**src/rtl/maze_render_pkg.sv**
```systemverilog
// Shared types and sizing for the maze row point-check path.
package maze_render_pkg;

  localparam int NUM_WALLS  = 5;
  localparam int CORNERS    = 4;
  localparam int TAG_W      = 10;
  localparam int WALL_IDX_W = 3;
  localparam int CORNER_W   = 2;

  typedef enum logic [1:0] {IDLE, ISSUE, DRAIN, FLUSH} sched_state_t;

  typedef struct packed {
    logic signed [TAG_W-1:0] p;
    logic signed [TAG_W-1:0] x;
    logic signed [TAG_W-1:0] y;
    logic signed [TAG_W-1:0] z;
  } point_t;

endpackage

```
**src/rtl/point_fifo.sv**
```systemverilog
// First-word-fall-through FIFO of point_t; head visible the cycle after push.
// Push while full is accepted only together with a pop.
module point_fifo
  import maze_render_pkg::*;
#(
  parameter int DEPTH = 8
) (
  input  logic                     clk,
  input  logic                     rst,
  input  logic                     push,
  input  point_t                   push_dat,
  input  logic                     pop,
  output point_t                   head,
  output logic                     head_vld,
  output logic [$clog2(DEPTH):0]   count
);

  localparam int AW = $clog2(DEPTH);

  logic [AW-1:0] wr_ptr_q, wr_ptr_d;
  logic [AW-1:0] rd_ptr_q, rd_ptr_d;
  logic [AW:0]   count_q, count_d;
  logic          do_push, do_pop;
  point_t        mem_q [DEPTH];

  always_comb begin
    do_pop   = pop && (count_q != '0);
    do_push  = push && ((count_q != (AW+1)'(DEPTH)) || do_pop);
    wr_ptr_d = wr_ptr_q;
    rd_ptr_d = rd_ptr_q;
    count_d  = count_q;
    if (do_push) wr_ptr_d = wr_ptr_q + AW'(1);
    if (do_pop)  rd_ptr_d = rd_ptr_q + AW'(1);
    case ({do_push, do_pop})
      2'b10:   count_d = count_q + (AW+1)'(1);
      2'b01:   count_d = count_q - (AW+1)'(1);
      default: count_d = count_q;
    endcase
  end

  always_ff @(posedge clk or posedge rst) begin
    if (rst) begin
      wr_ptr_q <= '0;
      rd_ptr_q <= '0;
      count_q  <= '0;
    end else begin
      wr_ptr_q <= wr_ptr_d;
      rd_ptr_q <= rd_ptr_d;
      count_q  <= count_d;
    end
  end

  // Storage needs no reset: the head is qualified by head_vld.
  always_ff @(posedge clk) begin
    if (do_push) mem_q[wr_ptr_q] <= push_dat;
  end

  assign head     = mem_q[rd_ptr_q];
  assign head_vld = (count_q != '0);
  assign count    = count_q;

endmodule

```
**src/rtl/point_check_scheduler.sv**
```systemverilog
// Walks one maze row's wall corners into the check pipeline under credit control, buffering
// valid points for the rasteriser. Optional counters: define POINT_SCHED_STATS_EN.
module point_check_scheduler
  import maze_render_pkg::*;
#(
  parameter int PIPE_LAT   = 3,
  parameter int FIFO_DEPTH = 8
) (
  input  logic                    clk,
  input  logic                    rst,
  input  logic                    start,
  input  logic [NUM_WALLS-1:0]    wall,
  output logic                    busy,
  output logic                    done,
  output logic                    iss_valid,
  output logic [TAG_W-1:0]        iss_p,
  output logic [WALL_IDX_W-1:0]   iss_wall,
  output logic [CORNER_W-1:0]     iss_corner,
  input  logic                    ret_en,
  input  logic [TAG_W-1:0]        ret_p,
  input  logic signed [TAG_W-1:0] ret_x,
  input  logic signed [TAG_W-1:0] ret_y,
  input  logic signed [TAG_W-1:0] ret_z,
  output logic                    out_valid,
  input  logic                    out_ready,
  output logic [TAG_W-1:0]        out_p,
  output logic signed [TAG_W-1:0] out_x,
  output logic signed [TAG_W-1:0] out_y,
  output logic signed [TAG_W-1:0] out_z,
  output logic [5:0]              valid_count
`ifdef POINT_SCHED_STATS_EN
  ,
  output logic [5:0]              reject_count,
  output logic [7:0]              stall_count
`endif
);

  localparam int FCW = $clog2(FIFO_DEPTH) + 1;
  localparam int CRW = $clog2(FIFO_DEPTH) + 2;

  sched_state_t          state_q, state_d;
  logic [NUM_WALLS-1:0]  wall_q, wall_d;
  logic [WALL_IDX_W-1:0] cur_wall_q, cur_wall_d;
  logic [CORNER_W-1:0]   cur_corner_q, cur_corner_d;
  logic [PIPE_LAT-1:0]   infl_q, infl_d;
  logic [5:0]            valid_count_q, valid_count_d;

  logic [CRW-1:0]        inflight, credit;
  logic [FCW-1:0]        fifo_count;
  logic                  fifo_vld, wall_bit, issue, ret_hit, push, pop, accept_start;
  point_t                push_pt, head;

  always_comb begin
    inflight = '0;
    for (int i = 0; i < PIPE_LAT; i++) inflight = inflight + CRW'(infl_q[i]);
  end

  // Slots already in flight are reserved so a late return always finds FIFO room.
  assign credit       = CRW'(FIFO_DEPTH) - CRW'(fifo_count) - inflight;
  assign wall_bit     = wall_q[cur_wall_q];
  assign issue        = (state_q == ISSUE) && wall_bit && (credit != '0);
  assign ret_hit      = infl_q[PIPE_LAT-1];
  assign push         = ret_hit && ret_en;
  assign pop          = out_valid && out_ready;
  assign accept_start = (state_q == IDLE) && start;

  always_comb begin
    state_d       = state_q;
    wall_d        = wall_q;
    cur_wall_d    = cur_wall_q;
    cur_corner_d  = cur_corner_q;
    valid_count_d = valid_count_q;
    infl_d        = infl_q << 1;
    infl_d[0]     = issue;
    if (push && (valid_count_q != 6'h3f)) valid_count_d = valid_count_q + 6'd1;
    case (state_q)
      IDLE: begin
        if (start) begin
          state_d       = ISSUE;
          wall_d        = wall;
          cur_wall_d    = '0;
          cur_corner_d  = '0;
          valid_count_d = '0;
        end
      end
      ISSUE: begin
        if (!wall_bit || issue) begin
          if (!wall_bit || (cur_corner_q == CORNER_W'(CORNERS-1))) begin
            cur_corner_d = '0;
            if (cur_wall_q == WALL_IDX_W'(NUM_WALLS-1)) state_d = DRAIN;
            else cur_wall_d = cur_wall_q + WALL_IDX_W'(1);
          end else begin
            cur_corner_d = cur_corner_q + CORNER_W'(1);
          end
        end
      end
      DRAIN:   if (inflight == '0) state_d = FLUSH;
      FLUSH:   if (!fifo_vld) state_d = IDLE;
      default: state_d = IDLE;
    endcase
  end

  always_ff @(posedge clk or posedge rst) begin
    if (rst) begin
      state_q       <= IDLE;
      wall_q        <= '0;
      cur_wall_q    <= '0;
      cur_corner_q  <= '0;
      infl_q        <= '0;
      valid_count_q <= '0;
    end else begin
      state_q       <= state_d;
      wall_q        <= wall_d;
      cur_wall_q    <= cur_wall_d;
      cur_corner_q  <= cur_corner_d;
      infl_q        <= infl_d;
      valid_count_q <= valid_count_d;
    end
  end

  always_comb begin
    push_pt.p = ret_p;
    push_pt.x = ret_x;
    push_pt.y = ret_y;
    push_pt.z = ret_z;
  end

  point_fifo #(.DEPTH(FIFO_DEPTH)) u_fifo (
    .clk      (clk),
    .rst      (rst),
    .push     (push),
    .push_dat (push_pt),
    .pop      (pop),
    .head     (head),
    .head_vld (fifo_vld),
    .count    (fifo_count)
  );

  // busy drops in the done cycle so the two never overlap.
  assign done        = (state_q == FLUSH) && !fifo_vld;
  assign busy        = (state_q != IDLE) && !done;
  assign iss_valid   = issue;
  assign iss_wall    = issue ? cur_wall_q : '0;
  assign iss_corner  = issue ? cur_corner_q : '0;
  assign iss_p       = issue ? {{(TAG_W-WALL_IDX_W-CORNER_W){1'b0}}, cur_wall_q, cur_corner_q} : '0;
  assign out_valid   = fifo_vld;
  assign out_p       = fifo_vld ? head.p : '0;
  assign out_x       = fifo_vld ? head.x : '0;
  assign out_y       = fifo_vld ? head.y : '0;
  assign out_z       = fifo_vld ? head.z : '0;
  assign valid_count = valid_count_q;

`ifdef POINT_SCHED_STATS_EN
  logic [5:0] reject_q, reject_d;
  logic [7:0] stall_q, stall_d;

  always_comb begin
    reject_d = reject_q;
    stall_d  = stall_q;
    if (ret_hit && !ret_en && (reject_q != 6'h3f)) reject_d = reject_q + 6'd1;
    if ((state_q == ISSUE) && wall_bit && (credit == '0) && (stall_q != 8'hff))
      stall_d = stall_q + 8'd1;
    if (accept_start) begin
      reject_d = '0;
      stall_d  = '0;
    end
  end

  always_ff @(posedge clk or posedge rst) begin
    if (rst) begin
      reject_q <= '0;
      stall_q  <= '0;
    end else begin
      reject_q <= reject_d;
      stall_q  <= stall_d;
    end
  end

  assign reject_count = reject_q;
  assign stall_count  = stall_q;
`else
  logic unused_accept;
  assign unused_accept = accept_start;
`endif

endmodule

```
**config.mk**
```make
export PLATFORM = sky130hd
export DESIGN_NAME = point_check_scheduler
export DESIGN_NICKNAME = d
export VERILOG_FILES = /design/src/rtl/maze_render_pkg.sv /design/src/rtl/point_fifo.sv /design/src/rtl/point_check_scheduler.sv
export SDC_FILE = /design/constraint.sdc
export NUM_CORES = 1
export LEC_CHECK = 0
export ABC_AREA = 0
export BUFFER_PORTS_ARGS = -buffer_cell sky130_fd_sc_hd__buf_2
export CORE_ASPECT_RATIO = 0.7
export CORE_MARGIN = 4
export CORE_UTILIZATION = 57
export CTS_BUF_LIST = sky130_fd_sc_hd__clkbuf_16
export DETAILED_ROUTE_END_ITERATION = 6
export MAX_ROUTING_LAYER = met4
export PLACE_DENSITY_LB_ADDON = 0.1
export SETUP_SLACK_MARGIN = 0.2
export SLEW_MARGIN = 5
export SYNTH_ARGS = -nofsm -noshare
export SYNTH_HDL_FRONTEND = slang
export SYNTH_SLANG_ARGS = --single-unit
```
**constraint.sdc**
```tcl
create_clock -name clk -period 9.81 [get_ports clk]
set_input_delay 0 -clock clk [delete_from_list [all_inputs] [get_ports clk]]
set_output_delay 0 -clock clk [all_outputs]
set_load 0.02 [all_outputs]
```
# == After elaboration in Yosys (flattened, before gate mapping) ==
# Memories as Yosys holds them, arrays and structs flattened.
# Cells that the tools add are included.
# totals
register_bits,31
mem_bits_rw,320
n_memories,1
# memory_table
name,depth,width,read_ports,rd_ports_with_merged_regs,write_ports,line,rtl
u_fifo.mem_q,8,40,1,0,1,point_fifo.sv:24,point_t mem_q [DEPTH];
# op_classes
addsub,11
n_lt_le_gt_ge,1
eq_ne,16
muxes,31
n_reduce_logical,26
# op_table
op,count
$mux 10,4
$mux 2,10
$mux 6,3
$mux 3,5
$add 3x1->3 const B,3
$logic_and 1x1->1,9
$eq 2x2->1 const B,4
$ne 2x2->1 const B,4
$pmux 2 s4,1
$pmux 4 s2,1
$add 6x1->6 const B,1
$ne 2x1->1 const B,3
$ne 6x6->1 const B,1
$pmux 3 s2,1
$reduce_and 6->1,1
$reduce_bool 2->1,3
$logic_not 5->1,1
$mux 5,1
$reduce_and 5->1,1
$reduce_bool 5->1,1
$sub 4x4->5 const A,1
$sub 5x3->5,1
$add 4x1->4 const B,1
$eq 2x1->1 const B,2
16 further kinds,22

# == Longest topological paths before layout ==
# Gate-level depths: netlist (run 1).
# depth
ltp_word,8
ltp_mapped,15
depth_no_buf,14

# == By module ==
# From an unflattened synthesis (run 1), not the netlist that was laid out.
# hier_totals
hier_cells,719
hier_area_um2,14584.0
# modules_own_cells
mod,n_inst,cells_each,area_each_um2,seq_area_each_um2
point_fifo,1,532,12882.4,9859.5
point_check_scheduler,1,187,1701.6,525.5

# == Worst setup path after synthesis (run 1) ==
# OpenSTA, ideal clock, no wires.
# synth_path
path_kind,reg2reg
startpoint,register u_fifo.count_q[2] (netlist: u_fifo.count[2])
endpoint,memory u_fifo.mem_q[2][0] (netlist name) (enable)
setup_time_ns,0.495
t_arrival_ns,4.682
required_ns,9.315
slack_ns,4.633
path_stages_with_launch,10
n_path_buf,1
path_cell_list,dfrtp_1 inv_1 ha_1 and3_1 buf_2 inv_2 nand2_2 a41oi_4 nand2b_1 nor3b_1
# synth_between
elab_chain_cells,7
word_cells_on_any_way,8
classes_between,1 x eq/ne; 2 x mux; 5 x reduce/logical
# synth_lines
item,line,rtl
"start, declared",point_fifo.sv:22,"logic [AW:0] count_q, count_d;"
"start signal, assigned",point_fifo.sv:49,count_q <= count_d;
$reduce_bool 4->1 *,point_fifo.sv:59,assign head_vld = (count_q != '0);
net out_valid,point_check_scheduler.sv:24,"output logic out_valid,"
$logic_and 1x1->1,point_check_scheduler.sv:64,assign pop = out_valid && out_ready;
$logic_and 1x1->1 *,point_fifo.sv:27,do_pop = pop && (count_q != '0);
$logic_or 1x1->1 *,point_fifo.sv:28,do_push = push && ((count_q != (AW+1)'(DEPTH)) || do_pop);
$logic_and 1x1->1 *,point_fifo.sv:28,
$mux 1 *,point_fifo.sv:55,if (do_push) mem_q[wr_ptr_q] <= push_dat;
$mux 1 (implied by the code) *,point_fifo.sv:55,
"end, declared",point_fifo.sv:24,
# The timed path passes the listed nets; every way through them passes the cells marked *.

# == Worst setup path in the final report (run 1) ==
# layout_path
startpoint,register infl_q[0]
endpoint,output port iss_p[1]
# layout_between
elab_chain_cells,6
# layout_lines
item,line,rtl
"start, declared",point_check_scheduler.sv:45,"logic [PIPE_LAT-1:0] infl_q, infl_d;"
"start signal, assigned",point_check_scheduler.sv:116,infl_q <= infl_d;
$add 1x1->2,point_check_scheduler.sv:55,for (int i = 0; i < PIPE_LAT; i++) inflight = inflight + CRW'(infl_q[i]);
$add 2x1->3,point_check_scheduler.sv:55,
$sub 5x3->5,point_check_scheduler.sv:59,assign credit = CRW'(FIFO_DEPTH) - CRW'(fifo_count) - inflight;
$reduce_bool 5->1,point_check_scheduler.sv:61,assign issue = (state_q == ISSUE) && wall_bit && (credit != '0);
$logic_and 1x1->1,point_check_scheduler.sv:61,
$mux 5,point_check_scheduler.sv:145,"assign iss_p = issue ? {{(TAG_W-WALL_IDX_W-CORNER_W){1'b0}}, cur_wall_q, cur_corner_q} : '0;"
"end, declared",point_check_scheduler.sv:16,"output logic [TAG_W-1:0] iss_p,"
# Every way passes these cells.

==> reports/results.txt, run 1 <==
Critical path peak fanout - 5
Fill cell count - 1535
Synth top area share - 67.9%
CTS Buffer Depth - 3
Number of synthesis warnings - 0
Worst slew margin relative to its limit - 31.9%
Synthesis-stage register bit count - 351
Setup TNS - 0 ns
Sequential share of the synthesized area - 73.3%
Initial Util - 58.9%
# setup viols final - 0
Via Count - 6984
Final ANT Viol Nets - 0
Clock Latency Late Sink - 0.54 ns
Post-placement cell count - 1118
Cell Int Power - 0.00302 W
Initial antenna violation count - 2
Cell Area, Placed - 15100 sq um
Fin. max-slew vios - 0
Startpoint types - flip-flop
Switching Share - 33.0%
Hold_ws - 0.0915 ns
Met3 wire len - 1.52 mm
Total grt overflow - 0
Clk_skew - 0.00957 ns
Post-synthesis cell area - 14200 sq um
Main synth FF type - edfxtp_1
Die Y - 140 um
Met1 Wirelength - 12.5 mm
CTS root buf - clkbuf_16
Iter 0 DRT Violations - 480
VDD IR max - 0.193 mV
Worst-margin pin slew - 1.02 ns
Hold Fails Final Rpt - 0
First-pass GRT wire length - 42.2 mm
Run status - completed
RSZ-0062 raised after global routing - no
Synthesized instance count - 714
Post-route DRC - 0
Psw - 0.00149 W
Die width - 196 um
Detailed Routing Iterations Pass 1 - 4
Min-Delay Path Class - in2async
Share of layout cells above drive strength 1 - 30.6%
Post-synth top area cell - edfxtp_1
DR vias/cell - 5.69
Synth-to-layout area growth - 16.8%
Post-synth ARST share - 8.83%
WL met2 - 12.4 mm
Sequential power share - 41.9%
Setup CP Type - reg2out
Total CTS buffers - 31
Fin crit share - 39.6%
Synth cell types - 46
Gpl congestion - 0.810
Vias in the first global route - 7392
Worst setup EP type - primary output
Clock Sink Count - 351
Post-synth EDFFs - 320
Mapped Avg Cell Area - 19.8 sq um
Finished Cell Area - 16500 sq um
Reg area - 10400 sq um
P_leak - 5.92 nW
Routed WL - 27.0 mm
Cell row count - 47
Arr. time, crit path - 3.88 ns
Power Density - 273 nW/um^2
Fin cells - 1228
Wire length per cell - 21.9 um
Max Cap Viol - 0
Top-count cell post-synth - edfxtp_1
I/O Pins - 115
Overall Global Routing Usage - 20.3%
Maximum level of the CTS H-tree - 1
# Post-CTS Setup Buffers - 0
Largest net degree at the start of global routing - 43
Synth top area cells - edfxtp_1, mux4_2, dfrtp_1
Achievable Freq - 0.258 GHz
WP data required - 9.81 ns
HPWL Detailed - 15.6 mm
Top Metal Used - met4
Clk network pwr share - 24.5%
Area of the multi-input gates - 3540 sq um
Final #Nets - 958
Clock-pin slew on the worst setup and hold paths - 0.06 ns
Top cells by count, synth - edfxtp_1, mux4_2, nor2_1, mux2i_1, dfrtp_1
CTS tree - built
Core area - 24100 sq um
Min cycle time layout - 3.88 ns
DIE AREA - 27500 sq um
Combinational power share - 33.7%
Port bufs - 109
==> timing repair <==
action | in CTS | in global routing
hold endpoints to repair | 362 | 0
resized for setup | 0 | 0
hold buffers | 53 | 0
==> power by group through the flow <==
stage | Combinational [W] | Clock, W | Sequential (W)
CTS | 0.00153 | 0.00113 | 0.00189
finish | 0.00152 | 0.00110 | 0.00189
floorplan | 0.00119 | 0 | 0.00180
global placement | 0.00146 | 0 | 0.00192
global route | 0.00164 | 0.00120 | 0.00191
detailed placement | 0.00150 | 0 | 0.00193
==> kinds of logic after synthesis <==
logic type	after synthesis	synth area share, %
flops	351	73.3
mux	133	16.6
simple gates	108	3.53
buf+inv	66	2.11
fa+ha+maj	22	2.10
compound gates	20	1.44
xor+xnor	13	0.804
other cells	1	0.0265
==> routing by layer <==
metal	vias to the layer above	track usage [%]
met5	-	-
met4	0	4.30
met3	42	3.29
met2	199	30.1
met1	3596	30.7
li1	3147	-
==> state kept, by name, summed over array words and instances, names as in the netlist <==
name             count
u_fifo.mem_q       320
valid_count          6
wall_q               5
u_fifo.count         4
cur_wall_q           3
infl_q               3
u_fifo.rd_ptr_q      3
u_fifo.wr_ptr_q      3
cur_corner_q         2
state_q              2
==> worst paths after layout <==
path                                              from                             end  slack (ns)  cells after the start
min reg2reg                        infl_q[1]$_DFF_PP0_             infl_q[2]$_DFF_PP0_        0.38                      0
min                                                rst       cur_wall_q[0]$_DFFE_PP0P_        0.09                      4
max in group asynchronous                          rst  u_fifo.rd_ptr_q[1]$_DFFE_PP0P_        9.38                      4
min in group clk                               wall[4]           wall_q[4]$_DFFE_PP0P_        0.23                      4
max reg2reg                u_fifo.count[2]$_DFFE_PP0P_   u_fifo.mem_q[5][20]$_DFFE_PP_        6.03                      9
max                                infl_q[0]$_DFF_PP0_                        iss_p[1]        5.93                     13
==> cells in the final DEF, fill, tap and decap left out, drive strengths merged, types with 2 or more instances in the layout <==
cell	n
diode	2
and2	5
clkinvlp	4
nor3	5
dlygate4sd3	53
o21ai	3
nor2	53
buf	124
clkinv	13
a41oi	3
clkbuf	31
fa	3
mux2i	45
and3	4
xor2	6
dfrtp	31
ha	19
a21oi	2
nor3b	5
inv	30
edfxtp	320
nand2b	3
mux4	81
nand3	2
conb	5
nand2	28
xnor2	7
mux2	7
a31oi	2
==> area by class of cell <==
type	instances	area share, %
well taps	318	2.41
multi-input cells	301	21.4
repair buffers	177	7.19
diodes	2	0.0303
inverters	24	0.545
clock inverters	24	0.893
flip-flops and latches	351	62.9
clock buffers	31	4.69
==> worst max-delay path: stages, from the launching register on <==
cell,delay [ns]
dfrtp_1,0.34
inv_1,0.06
fa_1,0.44
inv_1,0.07
ha_1,0.22
inv_1,0.07
ha_1,0.16
inv_1,0.06
fa_1,0.44
nand2b_4,0.18
a2111oi_4,0.59
nor2_1,0.29
and2_1,0.25
buf_2,0.16
==> per-stage QoR <==
stage          worst slack [ns]  utilization (%)  total power, W
2_1_floorplan              4.63                -         0.00299
3_3_place_gp               6.12             62.7         0.00338
3_5_place_dp               6.02             62.7         0.00343
4_1_cts                    5.94             68.7         0.00456
5_1_grt                    5.74             68.8         0.00475
6_report                   5.93             68.8         0.00451
Power figures use the tool's default switching activity.
==> run 2: changes to the inputs <==
--- a/config.mk
+++ b/config.mk
@@ -5,7 +5,7 @@
 export SDC_FILE = /design/constraint.sdc
 export NUM_CORES = 1
 export LEC_CHECK = 0
-export ABC_AREA = 0
+export ABC_AREA = 1
 export BUFFER_PORTS_ARGS = -buffer_cell sky130_fd_sc_hd__buf_2
 export CORE_ASPECT_RATIO = 0.7
 export CORE_MARGIN = 4
==> constraint.sdc (replaced) <==
create_clock -name clk -period 3.92 [get_ports clk]
set_input_delay 0 -clock clk [delete_from_list [all_inputs] [get_ports clk]]
set_output_delay 0 -clock clk [all_outputs]
set_load 0.02 [all_outputs]
==> reports/results.txt, run 2 <==
VDD IR max - 0.670 mV
Mapped Avg Cell Area - 12.0 sq um
Main synth FF type - edfxtp_1
Total power draw - 0.0121 W
Clock Latency Late Sink - 0.51 ns
CTS tree - built
Synthesis-stage register bit count - 351
Synth top area share - 66.4%
Iter 0 DRT Violations - 774
Max Cap Viol - 0
Share of layout cells above drive strength 1 - 14.2%
DIE AREA - 28100 sq um
Ant diodes - 0
Top cells by count, synth - edfxtp_1, nor2_1, o21ai_0, o21ai_1, nand2_1
Critical path peak fanout - 5
Core area - 24800 sq um
Clk_skew - 0.0139 ns
Post-synth ARST share - 8.83%
Sequential share of the synthesized area - 71.7%
Overall Global Routing Usage - 23.1%
Run status - completed
Fin crit share - 81.7%
CTS root buf - clkbuf_16
Min-Delay Path Class - in2reg
First-pass GRT wire length - 49.9 mm
RSZ-0062 raised after global routing - no
Fin. max-slew vios - 0
Wire length per cell - 18.6 um
Via Count - 9307
Routed WL - 31.5 mm
Die width - 198 um
Achievable Freq - 0.312 GHz
CTS hold repair buffers - 48
Post-synth top area cell - edfxtp_1
Maximum level of the CTS H-tree - 2
Die Y - 141 um
Max reg flops - 320
Setup CP Type - reg2out
Total CTS buffers - 34
Most frequent cells in the layout - edfxtp_1, nor2_1, o21ai_0
I/O Pins - 115
Initial Util - 58.4%
HPWL Detailed - 17.5 mm
Post-route DRC - 0
WP data required - 3.92 ns
Fill cell count - 1806
Hold Fails Final Rpt - 0
Synth-to-layout area growth - 16.1%
Final core occ - 67.8%
DR vias/cell - 5.51
Cell Area, Placed - 15300 sq um
Post-synth EDFFs - 320
Synth cell types - 32
Gpl congestion - 0.798
Vias in the first global route - 9104
Power Density - 720 nW/um^2
Worst slew margin relative to its limit - 31.3%
Detailed Routing Iterations Pass 1 - 5
Synthesized instance count - 1203
Cell row count - 48
Initial antenna violation count - 0
Total grt overflow - 0
Worst setup EP type - primary output
Clock-pin slew on the worst setup and hold paths - 0.07 ns
P_leak - 6.09 nW
Finished Cell Area - 16800 sq um
Area of the multi-input gates - 3600 sq um
Reg area - 10400 sq um
Setup TNS - 0 ns
Reg with most FFs - u_fifo.mem_q
Arr. time, crit path - 3.20 ns
Startpoint types - flip-flop
CTS Buffer Depth - 3
Commonest non-fill, non-tap cell in the layout - edfxtp_1
Post-synthesis cell area - 14500 sq um
Hold_ws - 0.0101 ns
Final #Nets - 1415
Port bufs - 109
# Post-CTS Setup Buffers - 0
PostCTS Resize Cnt - 0
Min cycle time layout - 3.20 ns
# setup viols final - 0
Worst-margin pin slew - 1.03 ns
Largest net degree at the start of global routing - 123
Synth top area cells - edfxtp_1, nor2_1, o21ai_0
Number of synthesis warnings - 0
Clock Sink Count - 351
Final ANT Viol Nets - 0
Top-count cell post-synth - edfxtp_1
-- run 2: cell types whose count changed after synthesis, sizes merged, moves of 6 or more --
cell | before | now
nand2 | 28 | 72
mux4 | 81 | 0
clkbuf | 15 | 30
mux2 | 7 | 1
nor2 | 53 | 311
mux2i | 45 | 0
buf | 27 | 44
nand3 | 2 | 10
o21ai | 3 | 257
a31oi | 2 | 40
inv | 24 | 43
-- run 2: final timing paths --
check                               startpoint  cells after the start  slack [ns]                        endpoint
max                        infl_q[0]$_DFF_PP0_                     16        0.72                        iss_p[2]
min                                     ret_en                      6        0.01  u_fifo.wr_ptr_q[0]$_DFFE_PP0P_
max reg2reg                infl_q[0]$_DFF_PP0_                     15        1.21       cur_wall_q[2]$_DFFE_PP0P_
min reg2reg                infl_q[0]$_DFF_PP0_                      0        0.38             infl_q[1]$_DFF_PP0_
max in group asynchronous                  rst                      4        3.47  u_fifo.rd_ptr_q[1]$_DFFE_PP0P_
min in group asynchronous                  rst                      4        0.13     u_fifo.count[0]$_DFFE_PP0P_
-- run 2: layout make-up --
cell class,instances,area share [%]
Sequential cell,351,61.8
Multi-Input combinational cell,739,21.4
Timing Repair Buffer,174,7.38
Clock buffer,37,5.51
Tap cell,325,2.42
Inverter,43,0.990
Clock inverter,19,0.454
-- run 2: report_power, final --
group / internal [W] / switching [W] / total (W)
Clock: 0.00168 / 0.00130 / 0.00299
Sequential: 0.00431 / 0.000321 / 0.00463
Combinational: 0.00145 / 0.00304 / 0.00449
Total: 0.00745 / 0.00466 / 0.0121
-- run 2: worst max-delay path, cell delays in order, from the launching register on --
cell,delay (ns)
dfrtp_1,0.34
inv_1,0.06
fa_1,0.43
inv_1,0.07
ha_1,0.22
inv_1,0.06
ha_1,0.15
inv_1,0.05
fa_1,0.39
nand2_1,0.10
nand2_1,0.05
nand2_1,0.06
nor2_1,0.05
nor2_1,0.22
inv_2,0.12
nor2_1,0.14
buf_2,0.19
-- run 2: logic make-up after synthesis --
| kind of cell | share of synthesized area [%] |
|---|---|
| other cells | 0.0259 |
| simple gates | 10.6 |
| buf+inv | 3.93 |
| xor+xnor | 0.726 |
| compound gates | 10.8 |
| flops | 71.7 |
| mux | 0.0778 |
| fa+ha+maj | 2.06 |
-- run 2: metrics by stage --
stage	std cells	setup WS (ns)
finish	1688	0.719
global route	1688	0.494
CTS	1688	0.706
detailed placement	1584	1.20
global placement	1584	1.27
floorplan	1207	0.483
-- run 2: per-layer routing --
metal | routed length (um) | GRT usage, % | vias up
li1 | - | - | 4503
met1 | 15200 | 34.8 | 4500
met2 | 14100 | 34.5 | 272
met3 | 1800 | 3.06 | 32
met4 | 416 | 4.60 | 0
met5 | 0 | - | -
